==> config.mk <==
export PLATFORM = sky130hd
export DESIGN_NAME = lock_sequence_controller
export DESIGN_NICKNAME = d
export VERILOG_FILES = /design/src/rtl/lock_ctrl_pkg.sv /design/src/rtl/lock_timer.sv /design/src/rtl/lock_sequence_controller.sv
export SDC_FILE = /design/constraint.sdc
export NUM_CORES = 1
export LEC_CHECK = 0
export ABC_AREA = 1
export BUFFER_PORTS_ARGS = -buffer_cell sky130_fd_sc_hd__buf_4
export CORE_MARGIN = 2
export CORE_UTILIZATION = 50
export CTS_CLUSTER_SIZE = 8
export DETAILED_ROUTE_END_ITERATION = 6
export PLACE_DENSITY = 0.76
export SLEW_MARGIN = 20
export SYNTH_ARGS = -nofsm -noshare
export SYNTH_HDL_FRONTEND = slang
export SYNTH_HIERARCHICAL = 1
export SYNTH_SLANG_ARGS = --single-unit
==> constraint.sdc <==
create_clock -name CLK -period 2.2 [get_ports CLK]
set_clock_uncertainty 0.1 [all_clocks]
set_input_delay 0.11 -clock CLK [delete_from_list [all_inputs] [get_ports CLK]]
set_output_delay 0.11 -clock CLK [all_outputs]
set_load 0.05 [all_outputs]
==> src/rtl/lock_ctrl_pkg.sv <==
// Shared types, default parameters and helpers for the combination-lock sequencer.
// Optional entry timeout is enabled with the LOCK_ENTRY_TIMEOUT_EN macro.
package lock_ctrl_pkg;

    typedef enum logic [1:0] {
        IDLE    = 2'd0,
        ENTER   = 2'd1,
        OPEN    = 2'd2,
        LOCKOUT = 2'd3
    } state_t;

    localparam int unsigned DEF_CODE_W      = 4;
    localparam logic [3:0]  DEF_CODE        = 4'b1101;
    localparam int unsigned DEF_MAX_FAIL    = 3;
    localparam int unsigned DEF_UNLK_CYC    = 8;
    localparam int unsigned DEF_LOCKOUT_CYC = 16;
    localparam int unsigned DEF_TIMEOUT_CYC = 32;

    function automatic int unsigned max3(input int unsigned a, input int unsigned b,
                                         input int unsigned c);
        int unsigned m;
        m = (a > b) ? a : b;
        return (m > c) ? m : c;
    endfunction

endpackage

==> src/rtl/lock_timer.sv <==
// Loadable down-counter with a zero flag; shared by OPEN, LOCKOUT and the entry timeout.
module lock_timer #(
    parameter int unsigned W = 5
) (
    input  logic         clk,
    input  logic         rst_n,
    input  logic         load,
    input  logic         en,
    input  logic [W-1:0] load_val,
    output logic         zero
);

    logic [W-1:0] count_q;

    always_ff @(posedge clk or negedge rst_n) begin
        if (!rst_n) begin
            count_q <= '0;
        end else if (load) begin
            count_q <= load_val;
        end else if (en && (count_q != '0)) begin
            count_q <= count_q - W'(1);
        end
    end

    assign zero = (count_q == '0);

endmodule

==> src/rtl/lock_sequence_controller.sv <==
// Serial combination-lock sequencer: frames attempts, checks bits MSB first, unlock/lockout timing.
// Define LOCK_ENTRY_TIMEOUT_EN to abort an attempt after TIMEOUT_CYC idle cycles in ENTER.
module lock_sequence_controller
    import lock_ctrl_pkg::*;
#(
    parameter int unsigned          CODE_W      = DEF_CODE_W,
    parameter logic [CODE_W-1:0]    CODE        = DEF_CODE,
    parameter int unsigned          MAX_FAIL    = DEF_MAX_FAIL,
    parameter int unsigned          UNLK_CYC    = DEF_UNLK_CYC,
    parameter int unsigned          LOCKOUT_CYC = DEF_LOCKOUT_CYC,
    parameter int unsigned          TIMEOUT_CYC = DEF_TIMEOUT_CYC
) (
    input  logic                             CLK,
    input  logic                             CLR_L,
    input  logic                             START,
    input  logic                             X,
    input  logic                             X_VALID,
    output logic                             UNLK,
    output logic                             HINT,
    output logic                             LOCKED_OUT,
    output logic                             BUSY,
    output logic [$clog2(MAX_FAIL+1)-1:0]    FAIL_CNT
);

    localparam int unsigned BW = $clog2(CODE_W + 1);
    localparam int unsigned FW = $clog2(MAX_FAIL + 1);
    localparam int unsigned TW = $clog2(max3(UNLK_CYC, LOCKOUT_CYC, TIMEOUT_CYC) + 1);

    // Timer holds N-1 so its zero flag marks the last cycle of an N-cycle phase.
    localparam logic [TW-1:0] UNLK_LOAD = TW'(UNLK_CYC - 1);
    localparam logic [TW-1:0] LOCK_LOAD = TW'(LOCKOUT_CYC - 1);
`ifdef LOCK_ENTRY_TIMEOUT_EN
    localparam logic [TW-1:0] TMO_LOAD  = TW'(TIMEOUT_CYC - 1);
`endif
    localparam logic [BW-1:0] LAST_BIT  = BW'(CODE_W - 1);

    state_t          state_q, state_d;
    logic [BW-1:0]   bit_cnt_q, bit_cnt_d;
    logic            match_q, match_d;
    logic [FW-1:0]   fail_q, fail_d;
    logic            tmr_load, tmr_en, tmr_zero;
    logic [TW-1:0]   tmr_val;
    logic            code_bit;
    logic            attempt_done, attempt_ok;
    logic            unlk_d, hint_d, locked_d, busy_d;

    lock_timer #(.W(TW)) u_timer (
        .clk      (CLK),
        .rst_n    (CLR_L),
        .load     (tmr_load),
        .en       (tmr_en),
        .load_val (tmr_val),
        .zero     (tmr_zero)
    );

    always_comb begin
        code_bit = 1'b0;
        for (int unsigned i = 0; i < CODE_W; i++) begin
            if (BW'(i) == bit_cnt_q) code_bit = CODE[CODE_W-1-i];
        end
    end

    always_ff @(posedge CLK or negedge CLR_L) begin
        if (!CLR_L) begin
            state_q   <= IDLE;
            bit_cnt_q <= '0;
            match_q   <= 1'b1;
            fail_q    <= '0;
        end else begin
            state_q   <= state_d;
            bit_cnt_q <= bit_cnt_d;
            match_q   <= match_d;
            fail_q    <= fail_d;
        end
    end

    always_comb begin
        state_d      = state_q;
        bit_cnt_d    = bit_cnt_q;
        match_d      = match_q;
        fail_d       = fail_q;
        tmr_load     = 1'b0;
        tmr_en       = 1'b0;
        tmr_val      = '0;
        attempt_done = 1'b0;
        attempt_ok   = 1'b0;

        unique case (state_q)
            IDLE: begin
                if (START) begin
                    state_d   = ENTER;
                    bit_cnt_d = '0;
                    match_d   = 1'b1;
`ifdef LOCK_ENTRY_TIMEOUT_EN
                    tmr_load  = 1'b1;
                    tmr_val   = TMO_LOAD;
`endif
                end
            end
            ENTER: begin
                if (X_VALID) begin
                    match_d   = match_q & (X == code_bit);
                    bit_cnt_d = bit_cnt_q + BW'(1);
                    if (bit_cnt_q == LAST_BIT) begin
                        attempt_done = 1'b1;
                        attempt_ok   = match_d;
                    end
`ifdef LOCK_ENTRY_TIMEOUT_EN
                    else begin
                        tmr_load = 1'b1;
                        tmr_val  = TMO_LOAD;
                    end
                end else if (tmr_zero) begin
                    attempt_done = 1'b1;
                end else begin
                    tmr_en = 1'b1;
`endif
                end
            end
            OPEN: begin
                if (tmr_zero) state_d = IDLE;
                else          tmr_en  = 1'b1;
            end
            LOCKOUT: begin
                if (tmr_zero) begin
                    state_d = IDLE;
                    fail_d  = '0;
                end else begin
                    tmr_en  = 1'b1;
                end
            end
            default: state_d = IDLE;
        endcase

        // A timeout abort lands here with attempt_ok=0, exactly like a wrong code.
        if (attempt_done) begin
            if (attempt_ok) begin
                state_d  = OPEN;
                tmr_load = 1'b1;
                tmr_val  = UNLK_LOAD;
                fail_d   = '0;
            end else if (fail_q >= FW'(MAX_FAIL - 1)) begin
                state_d  = LOCKOUT;
                tmr_load = 1'b1;
                tmr_val  = LOCK_LOAD;
                fail_d   = FW'(MAX_FAIL);
            end else begin
                state_d  = IDLE;
                fail_d   = fail_q + FW'(1);
            end
        end
    end

    always_comb begin
        unlk_d   = (state_d == OPEN);
        locked_d = (state_d == LOCKOUT);
        busy_d   = (state_d != IDLE);
        hint_d   = (state_d == ENTER) && (bit_cnt_d != '0) && match_d;
    end

    always_ff @(posedge CLK or negedge CLR_L) begin
        if (!CLR_L) begin
            UNLK       <= 1'b0;
            HINT       <= 1'b0;
            LOCKED_OUT <= 1'b0;
            BUSY       <= 1'b0;
        end else begin
            UNLK       <= unlk_d;
            HINT       <= hint_d;
            LOCKED_OUT <= locked_d;
            BUSY       <= busy_d;
        end
    end

    assign FAIL_CNT = fail_q;

endmodule

==> flow_summary.ini, run 1 <==
[floorplan]
die_w_um = 51.7
design.core.area_um2 = 2170
ios = 11
die_h_um = 51.7
die-area_um2 = 2670
fp-row-count = 17
start_util_pct = 52.4

[power_and_ir_drop]
leakagePower_uw = 0.000703
power_density_nw_per_um2 = 1220
finalPower_uw = 1570
irDropWorstVdd_uv = 772

[finish]
layout-drive-gt1-share_pct = 21.6
syn_to_final_growth_pct = 13.0
layout_commonest_cell = nand2_1
nets = 172
final_cell_mix = nand2_1, inv_1, nand3_1
n_antenna_cell = 0
fillCellCount = 203
multi_input_area_um2 = 578
seq_area_um2 = 452

[clock_tree]
cts.sinks = 18
clk_pin_slew_ns = 0.11
post-cts-setup-buffers = 0
clockRootBuffer = clkbuf_4
clk-insertion-delay-late_ns = 0.30
clockBufferDepth = 2
cts_resized = 0
cts_tree = built
numCtsBuffers = 3
htree_levels = 1

[synth]
ys_ff_latch = 18
syn_inst = 148
yosys_warnings = 6
synth_area_um2 = 1140
yosysUniqueCellTypes = 24
avgSynthCellArea_um2 = 7.68
synth.yosys.seq_area_share_pct = 39.8

[route]
vias_per_cell = 4.88
drt-initial-drc-count = 5
num_vias = 928
route.detailed.drc = 0
dr.pass1.iters = 2
final_antenna_net_count = 0
met1_length_um = 967
wl_met3_um = 54
wl_met2_mm = 1.04
top_layer = met4
drt-total-wl_mm = 2.12
wl_per_cell_um = 11.2

[global_routing]
antenna_found_initial = 0
grt_max_degree = 19
overflow = 0
track_usage_pct = 18.0
grt_pass1_wl_mm = 3.54
first_global_vias = 866

[timing]
setup_viol = 0
setup_tns_ns = 0
max_freq_ghz = 0.512
min_period_over_period_pct = 88.8
rsz0062_at_grt = false
finalHoldViolCount = 0
final_max_slew_viol_count = 0
fin_ws_ns = 0.246
min_period_ns = 1.95

[hold_path]
hold_depth = 5
hold_class = in2reg

[placed_design]
place.gp.congestion = 0.940
port_buffers = 10
place_ws_ns = 0.254
dp_hpwl_mm = 1.67

[critical_path]
r2r_cells = 9
critPathMaxFanout = 10
required_ns = 2.28
cp-end-kind = flop
ff2ff_setup_slack_ns = 0.25
start_kind = flop
critPathArrivalTime_ns = 2.03
path_class = reg2reg

[status]
outcome = completed

[run]
cap_violations = 0
==> Yosys cell counts <==
master | instances | area [um^2]
conb_1 | 1 | 3.75
nand3_1 | 20 | 100
xnor2_1 | 2 | 17.5
nor2_4 | 3 | 33.8
nand4_1 | 3 | 18.8
o21ai_2 | 3 | 26.3
buf_2 | 1 | 5.00
dfstp_2 | 1 | 26.3
nand3_2 | 3 | 30.0
a21oi_1 | 1 | 5.00
nand2_4 | 3 | 33.8
nor2_1 | 11 | 41.3
buf_4 | 1 | 7.51
o21a_1 | 1 | 7.51
inv_2 | 4 | 15.0
nor2_2 | 1 | 6.26
ha_1 | 4 | 50.1
o21ai_0 | 3 | 15.0
nand2_2 | 2 | 12.5
nand3_4 | 1 | 17.5
xor2_1 | 1 | 8.76
nand2_1 | 39 | 146
dfrtp_1 | 17 | 425
inv_1 | 22 | 82.6
==> registers in the layout (all words and copies together), names as in the netlist <==
register,count
bit_cnt_q,3
HINT,1
u_timer/count_q,6
FAIL_CNT,2
LOCKED_OUT,1
state_q,2
UNLK,1
match_q,1
BUSY,1
==> path summary, 6_finish.rpt <==
kind,start,to
setup / recovery,bit_cnt_q[1],u_timer/count_q[2]
hold / removal,X,match_q
setup reg to reg,bit_cnt_q[1],u_timer/count_q[2]
hold reg to reg,match_q,match_q
max in group asynchronous,CLR_L,match_q
min in group asynchronous,CLR_L,FAIL_CNT[0]
==> routing by layer <==
layer	GRT usage, %	up-vias
li1	-	486
met1	22.8	419
met2	28.6	15
met3	2.87	8
met4	11.0	0
met5	0	-
==> cell families after synthesis <==
logic type | after synthesis | synth area share (%)
other | 1 | 0.330
AO/OA/AOI/OAI | 8 | 4.74
buffers and inverters | 28 | 9.69
adder cells (fa/ha/maj) | 4 | 4.41
flip-flops | 18 | 39.8
XOR/XNOR | 3 | 2.31
AND/OR/NAND/NOR | 86 | 38.8
==> metrics by stage <==
stage	util, %	hold slack [ns]	instance area [um^2]	instances
5_1_grt	59.2	0.0855	1280	190
3_5_place_dp	57.0	-0.106	1240	185
2_1_floorplan	-	-0.286	1140	149
4_1_cts	59.2	0.0797	1280	190
3_3_place_gp	57.0	-0.107	1240	185
6_report	59.2	0.0844	1280	190
==> final cells by class <==
type                            count  area share, %
Clock buffer                        4           2.83
Timing Repair Buffer               11           6.63
Inverter                           26           7.60
Multi-Input combinational cell    103           45.0
Sequential cell                    18           35.2
Tap cell                           28           2.73
==> critical path, stage by stage, from the launching register on <==
cell and delay [ns]:
dfrtp_1 0.40, ha_1 0.16, ha_1 0.15, inv_1 0.08, nor2_4 0.16, nand2_2 0.09, nand2_1 0.26, inv_1 0.20
nand3_1 0.15, nand3_1 0.09
==> power by group <==
group | switching [uW] | internal [uW]
Clock | 107 | 101
Combinational | 499 | 301
Sequential | 116 | 448
Total | 721 | 850
==> repair_timing <==
action                                  CTS  global route
hold buffers                              1             0
endpoints found under the setup margin    0             0
endpoints found under the hold margin    18             0
(Power assumes the default switching activity.)
==> run 2: changes to the inputs <==
BUFFER_PORTS_ARGS = -buffer_cell sky130_fd_sc_hd__buf_2   (was -buffer_cell sky130_fd_sc_hd__buf_4)
CORE_MARGIN = unset   (was 2)
clock period = 2.3 ns   (was 2.2 ns; I/O delays follow)
==> run 2 against run 1 <==
  * Clock power is 5% lower
  * Critical endpoint is now u_timer/count_q[0]
  * Sequential cell count stayed put
  * Wire length down 6.3%
  * Power is 6.3% lower
  * Maximum frequency is 0.40% higher
  * Highest routed layer unchanged
==> flow_summary.ini, run 2 (synthesis results as in run 1) <==
[floorplan]
die-area_um2 = 2470
ios = 11
die_h_um = 49.7
die_w_um = 49.7
fp-row-count = 16
start_util_pct = 55.6
design.core.area_um2 = 2040

[status]
outcome = completed

[critical_path]
reg2reg_from = bit_cnt_q[0]
ff2ff_setup_slack_ns = 0.35
crit_slowest_cell = dfrtp_1
path_cells = ha_1, ha_1, inv_1, nor2_4, nand2_2, nand2_1, inv_1, nand2_4, nand2_1, o21ai_2
start_kind = flop
path_class = reg2reg
reg2reg_to = u_timer/count_q[0]
r2r_cells = 10
required_ns = 2.40
cp-end-kind = flop
critPathMaxFanout = 10
cp-startpoint = bit_cnt_q[0]
critPathArrivalTime_ns = 2.05
critical-path-max-stage-delay_ns = 0.41

[finish]
fillCellCount = 194
syn_to_final_growth_pct = 10.7
multi_input_area_um2 = 578
seq_area_um2 = 452
layout-drive-gt1-share_pct = 21.6
final_area_um2 = 1260
largest_reg_flops = 6
nets = 172
top_regs = u_timer/count_q: 6 flops, bit_cnt_q: 3 flops
n_antenna_cell = 0
final_cell_mix = nand2_1, inv_1, nand3_1
layout_commonest_cell = nand2_1
fin_cells = 189
largest-register = u_timer/count_q
utilization_pct = 61.6

[route]
wl_per_cell_um = 10.5
vias_per_cell = 4.80
drt-total-wl_mm = 1.99
final_antenna_net_count = 0
dr.pass1.iters = 4
drt-initial-drc-count = 13
route.detailed.drc = 0
num_vias = 908

[clock_tree]
clockRootBuffer = clkbuf_4
htree_levels = 1
clk-insertion-delay-late_ns = 0.30
cts.sinks = 18
cts_tree = built
clockBufferDepth = 2
post-cts-setup-buffers = 0
clk_pin_slew_ns = 0.11
numCtsBuffers = 3

[hold_path]
hold_end = match_q
hold_depth = 5
hold_class = in2reg
worstHoldStart = X

[placed_design]
dp_hpwl_mm = 1.57
placed_area_um2 = 1210
port_buffers = 10
place_inst = 184
place.gp.congestion = 0.862

[global_routing]
overflow = 0
grt_pass1_wl_mm = 3.64
first_global_vias = 844
grt_max_degree = 19
antenna_found_initial = 0
track_usage_pct = 20.3

[timing]
max_freq_ghz = 0.514
min_period_over_period_pct = 84.6
rsz0062_at_grt = false
setup_tns_ns = 0
min_period_ns = 1.95
finalHoldViolCount = 0
setup_viol = 0
final_max_slew_viol_count = 0

[power_and_ir_drop]
finalPower_uw = 1470
power_density_nw_per_um2 = 1170
leakagePower_uw = 0.000698
irDropWorstVdd_uv = 715

[run]
cap_violations = 0
-- run 2: cell count changes in the layout (fill, tap and decap cells not counted) --
cell   before  now
buf_4      10    0
buf_2       0   10
-- run 2: cell type report --
type	count	share of cell area [%]
well taps	27	2.69
inverters	26	7.76
flip-flops and latches	18	35.9
multi-input cells	103	46.0
repair buffers	11	4.78
clock buffers	4	2.89
-- run 2: through the flow --
step	setup slack, ns	hold slack [ns]
after floorplan	0.517	-0.281
after global routing	0.164	0.113
after CTS	0.350	0.0620
after global placement	0.425	-0.0385
final	0.354	0.0654
after detailed placement	0.359	-0.0298
-- run 2: layer usage --
metal,vias to the layer above,share of wire (%),GRT usage (%)
met1,407,52,28.0
met5,-,0,0
li1,483,-,-
met4,0,1.9,8.57
met3,4,3.4,5.56
met2,14,43,29.5
-- run 2: worst max path at each step --
| stage | endpoint | cells after the start |
|---|---|---|
| global placement | u_timer/count_q[0] | 10 |
| global route | u_timer/count_q[0] | 10 |
| floorplan | u_timer/count_q[0] | 11 |
| CTS | u_timer/count_q[0] | 10 |
| detailed placement | u_timer/count_q[0] | 10 |
| finish | u_timer/count_q[0] | 10 |
-- run 2: power by group --
group	switching (uW)	internal (uW)	total, uW
Combinational	465	273	738
Clock	101	96.6	197
Sequential	108	428	536
Total	674	798	1470
-- run 2: critical path: cells and delay by family (launching register included) --
family | cells | cell delay [ns]
AO/OA/AOI/OAI | 1 | 0.05
adder cells (fa/ha/maj) | 2 | 0.39
buffers and inverters | 2 | 0.37
flip-flops | 1 | 0.41
AND/OR/NAND/NOR | 5 | 0.53
-- run 2: repair_timing --
item / CTS / global route
resized for setup: 0 / 0
hold buffers: 1 / 0
hold endpoints to repair: 18 / 0
